--- src/rtl/mem_port_arbiter.sv ---
// mem_port_arbiter: shares one memory read/write port between fetch and LSU, one access per two cycles.
// Define MEM_ARB_LSU_PRIORITY_EN for fixed LSU priority instead of round-robin.
module mem_port_arbiter #(
    parameter int ADDR_W = 32,
    parameter int DATA_W = 32
) (
    input  logic              SYS_clk,
    input  logic              SYS_reset,
    input  logic              if_req,
    input  logic [ADDR_W-1:0] if_addr,
    output logic              if_ack,
    output logic              if_rsp_valid,
    output logic [DATA_W-1:0] if_rdata,
    input  logic              lsu_req,
    input  logic              lsu_we,
    input  logic [1:0]        lsu_len,
    input  logic              lsu_signed,
    input  logic [ADDR_W-1:0] lsu_addr,
    input  logic [DATA_W-1:0] lsu_wdata,
    output logic              lsu_ack,
    output logic              lsu_rsp_valid,
    output logic [DATA_W-1:0] lsu_rdata,
    output logic [ADDR_W-1:0] MEM_read_address,
    output logic [1:0]        MEM_read_length,
    output logic              MEM_read_signed,
    input  logic [DATA_W-1:0] MEM_read_data,
    output logic [ADDR_W-1:0] MEM_write_address,
    output logic [1:0]        MEM_write_length,
    output logic [DATA_W-1:0] MEM_write_data,
    output logic              busy
);
    typedef enum logic {IDLE, SERVE} state_t;
    state_t            state;
    logic              last_grant;
    logic              sel_lsu;
    logic [ADDR_W-1:0] l_addr;
    logic              l_we;
    logic [1:0]        l_len;
    logic              l_signed;
    logic [DATA_W-1:0] l_wdata;
    logic              idle, pick_lsu, store, load;

    assign idle = state == IDLE && !SYS_reset;
`ifdef MEM_ARB_LSU_PRIORITY_EN
    assign pick_lsu = lsu_req;
`else
    // last_grant: 0 = IF, 1 = LSU; on contention the other side wins
    assign pick_lsu = lsu_req && (!if_req || !last_grant);
`endif
    assign if_ack  = idle && if_req && !pick_lsu;
    assign lsu_ack = idle && pick_lsu;
    assign busy    = state == SERVE;
    assign store   = busy && sel_lsu && l_we;
    assign load    = busy && sel_lsu && !l_we;

    assign MEM_read_address  = busy && !store ? l_addr : '0;
    assign MEM_read_length   = load ? l_len : (busy && !sel_lsu ? 2'b11 : 2'b00);
    assign MEM_read_signed   = load && l_signed;
    assign MEM_write_address = store ? l_addr : '0;
    // a reset landing on SERVE must abort the write in that same cycle
    assign MEM_write_length  = store && !SYS_reset ? l_len : 2'b00;
    assign MEM_write_data    = store ? l_wdata : '0;

    always_ff @(posedge SYS_clk) begin
        if (SYS_reset) begin
            state         <= IDLE;
            last_grant    <= 1'b0;
            sel_lsu       <= 1'b0;
            l_addr        <= '0;
            l_we          <= 1'b0;
            l_len         <= 2'b00;
            l_signed      <= 1'b0;
            l_wdata       <= '0;
            if_rsp_valid  <= 1'b0;
            lsu_rsp_valid <= 1'b0;
            if_rdata      <= '0;
            lsu_rdata     <= '0;
        end else begin
            if_rsp_valid  <= 1'b0;
            lsu_rsp_valid <= 1'b0;
            if (state == IDLE) begin
                if (if_ack || lsu_ack) begin
                    state      <= SERVE;
                    last_grant <= lsu_ack;
                    sel_lsu    <= lsu_ack;
                    l_addr     <= lsu_ack ? lsu_addr : if_addr;
                    l_we       <= lsu_ack && lsu_we;
                    l_len      <= lsu_ack ? lsu_len : 2'b11;
                    l_signed   <= lsu_ack && lsu_signed;
                    l_wdata    <= lsu_ack ? lsu_wdata : '0;
                end
            end else begin
                state <= IDLE;
                if (sel_lsu) begin
                    lsu_rsp_valid <= 1'b1;
                    lsu_rdata     <= l_we || l_len == 2'b00 ? '0 : MEM_read_data;
                end else begin
                    if_rsp_valid <= 1'b1;
                    if_rdata     <= MEM_read_data;
                end
            end
        end
    end
endmodule

--- config.mk ---
export PLATFORM = sky130hd
export DESIGN_NAME = mem_port_arbiter
export DESIGN_NICKNAME = d
export VERILOG_FILES = /design/src/rtl/mem_port_arbiter.sv
export SDC_FILE = /design/constraint.sdc
export NUM_CORES = 1
export LEC_CHECK = 0
export CAP_MARGIN = 20
export CORE_UTILIZATION = 44
export DETAILED_ROUTE_END_ITERATION = 7
export PLACE_DENSITY_LB_ADDON = 0.1
export SLEW_MARGIN = 5
export SYNTH_ARGS = -nofsm -noshare
export SYNTH_HDL_FRONTEND = slang
export SYNTH_SLANG_ARGS = --single-unit
--- constraint.sdc ---
create_clock -name SYS_clk -period 2.4 [get_ports SYS_clk]
set_input_delay 0.48 -clock SYS_clk [delete_from_list [all_inputs] [get_ports SYS_clk]]
set_output_delay 0.48 -clock SYS_clk [all_outputs]
set_load 0.02 [all_outputs]
==> results.sh, run 1 <==
export IMPL_outcome="completed"
export IMPL_max_stage_delay_ns=0.34
export IMPL_htree_levels=4
export IMPL_tightest_slew_ns=0.783
export IMPL_peakVddDrop_v=0.000603
export IMPL_clockBufferDepth=2
export IMPL_slowest_stage="dfxtp_1"
export IMPL_pin_count=306
export IMPL_cpMostUsedCell="buf_4"
export IMPL_die_h_um=119
export IMPL_wl_per_cell_um=17.4
export IMPL_cp_data_required_time_ns=1.92
export IMPL_cts_buffers=17
export IMPL_drt_first_iter_violations=614
export IMPL_crit_arrival_ns=1.82
export IMPL_std_cell_rows=42
export IMPL_p_leak_nw=3.94
export IMPL_yosysSeqAreaShare=0.449
export IMPL_end_kind="output pin"
export IMPL_clk_latency_ns=0.42
export IMPL_max_cap_viol_count=0
export IMPL_place_detailed_hpwl_um=13700
export IMPL_worstPathCellList="buf_4 -> a21boi_2 -> buf_4 -> and2_1 -> dlygate4sd2_1"
export IMPL_clock_sink_count=136
export IMPL_avgViaCountPerCell=5.40
export IMPL_nets=1140
export IMPL_die_w_um=119
export IMPL_yosys_warnings=0
export IMPL_worstSetupPathType="reg2out"
export IMPL_place_area_sq_um=9190
export IMPL_synth_seq_cells=136
export IMPL_drt_pass1_iterations=5
export IMPL_yosysTopAreaCellShare=0.449
export IMPL_gp_routability_congestion=0.858
export IMPL_layout_drive_gt1_share=0.0748
export IMPL_drc_errors=0
export IMPL_fin_ws_ns=0.100
export IMPL_fin_tns_setup_ns=0
export IMPL_synth_edf_count=0
export IMPL_rsz0062_at_grt="yes"
export IMPL_slew_violations=0
export IMPL_cts_tree="built"
export IMPL_cts_setup_buffers=0
export IMPL_clk_pin_slew_worst_paths_ns=0.06
export IMPL_syn_area_per_cell_sq_um=8.28
export IMPL_pwr_density_cell_nw_per_um2=611
export IMPL_grt_pass1_vias=5905
export IMPL_min_period_ns=2.30
export IMPL_fin_crit_sh=0.958
export IMPL_hold_depth=2
export IMPL_hp_class="reg2reg"
export IMPL_yosys_area_top_type="dfxtp_1"
export IMPL_synthTopCellsByCount="136 x dfxtp_1, 98 x a21oi_1, 96 x and2_1"
export IMPL_crit_fanout=16
export IMPL_area_growth_syn_to_layout_pct=58.6
export IMPL_start_util=0.455
export IMPL_final_area_sq_um=9630
export IMPL_hold_violations=0
export IMPL_fillers=1145
export IMPL_wirelength_um=20800
export IMPL_synth_top_cells_by_area="dfxtp_1 45%, and2_1 9.9%, a21oi_1 8.1%"
export IMPL_synthFlopType="dfxtp_1"
export IMPL_grt_start_max_net_pins=97
export IMPL_port_buffers=305
export IMPL_clock_fmax_mhz=435
export IMPL_startpoint_type="flip-flop"
export IMPL_r2r_cells=5
export IMPL_antenna_left=0
export IMPL_die_area_sq_um=14300
export IMPL_core_sq_um=13300
export IMPL_setup_viol=0
export IMPL_syn_cell_area_sq_um=6070
export IMPL_synth_cell_type_count=38
export IMPL_relSlewSlack=0.478
export IMPL_synth_most_common_cell="dfxtp_1"
export IMPL_finClkSkew_ns=0.0102
export IMPL_place_ws_ns=-0.130
export IMPL_grt_pass1_wl_um=32100
export IMPL_cts_root_buf="clkbuf_16"
export IMPL_syn_inst=733
export IMPL_syn_num_nets=869
export IMPL_vias=6448
export IMPL_synthArstFlopShare=0
export IMPL_track_usage=0.288
export IMPL_grt_antenna_before_repair=1
export IMPL_gr_total_overflow=0
## critical path, delay by kind of cell (launching register included)
kind            cells  cell delay (ns)
buf+inv             3             0.72
flops               1             0.34
compound gates      1             0.18
simple gates        1             0.16
## path summary, 6_finish.rpt
kind,startpoint,endpoint,slack [ns]
max reg2reg,busy,l_wdata[10],0.70
min reg2reg,if_rdata[12],if_rdata[12],0.45
max,sel_lsu,MEM_read_address[1],0.10
min,if_rdata[12],if_rdata[12],0.45
## metrics by stage
stage	instances	power, W	util	hold slack (ns)
2_1_floorplan	733	0.00298	-	0.449
3_3_place_gp	1161	0.00346	0.688	0.441
3_5_place_dp	1161	0.00347	0.688	0.447
4_1_cts	1192	0.00592	0.721	0.454
5_1_grt	1193	0.00611	0.721	0.469
6_report	1193	0.00588	0.721	0.453
## report_power, final
group	internal [W]	switching (W)	total (W)	leakage, nW
sequential	0.00238	0.0000728	0.00245	1.11
clock	0.00145	0.00101	0.00247	0.261
combinational	0.000464	0.000502	0.000965	2.57
## registers in the layout, summed over array words and instances (netlist names)
name,cells
busy,1
if_rdata,32
if_rsp_valid,1
l_addr,32
l_len,2
l_signed,1
l_wdata,32
l_we,1
lsu_rdata,32
lsu_rsp_valid,1
sel_lsu,1
## cells in the final DEF (no fill, tap or decap), drive strengths merged
master           n
a21bo            1
a21boi           4
a21oi           98
a311oi          31
a31o             1
a32oi           32
and2            96
and3             2
buf             29
bufinv           1
clkbuf          19
clkdlybuf4s50  203
clkinv           4
clkinvlp         5
dfxtp          136
diode            1
dlygate4sd2     99
dlymetal6s2s     1
inv              6
mux2i            1
nand2           68
nand2b           1
nand3           65
nor2            39
nor2b            1
nor3b            1
o211a            1
o21ai           65
o221a            2
o31ai            1
or2              2
or3b             1
## cells by family after synthesis
kind of cell,synth area share
compound gates,0.241
buf+inv,0.0752
flops,0.449
mux,0.00165
simple gates,0.234
## per-layer routing
| layer | vias to the layer above | GRT usage | part of all wire |
|---|---|---|---|
| li1 | 3138 | - | - |
| met4 | 0 | 0.127 | 0.030 |
| met2 | 260 | 0.464 | 0.48 |
| met5 | - | 0 | 0 |
| met1 | 3016 | 0.346 | 0.41 |
| met3 | 34 | 0.0963 | 0.080 |
## area by class of cell
type / instances / area, sq um / area share
clock buffer: 18 / 439 / 0.0456
inverter: 3 / 11.3 / 0.00117
sequential: 136 / 2720 / 0.283
clock inverter: 13 / 121 / 0.0126
tap: 176 / 220 / 0.0229
antenna: 1 / 2.50 / 0.000260
multi-input combinational: 513 / 2910 / 0.302
timing repair buffer: 333 / 3200 / 0.332
## what timing repair did
item,CTS,global route
gates resized for setup,102,3
hold buffers,0,0
setup endpoints to repair,100,4
No activity file was read; power rests on OpenSTA's default activity.
==> run 2: changes to the inputs <==
CTS_CLUSTER_DIAMETER = 60   (was default)
==> results of run 2 <==
No change in the layout: final DEF, timing and power equal those of run 1.
==> run 3: changes to the inputs <==
ABC_CLOCK_PERIOD_IN_PS = 2400   (was default)
HOLD_SLACK_MARGIN = 0.05   (was default)
==> results of run 3 <==
No change in the layout: final DEF, timing and power equal those of run 1.
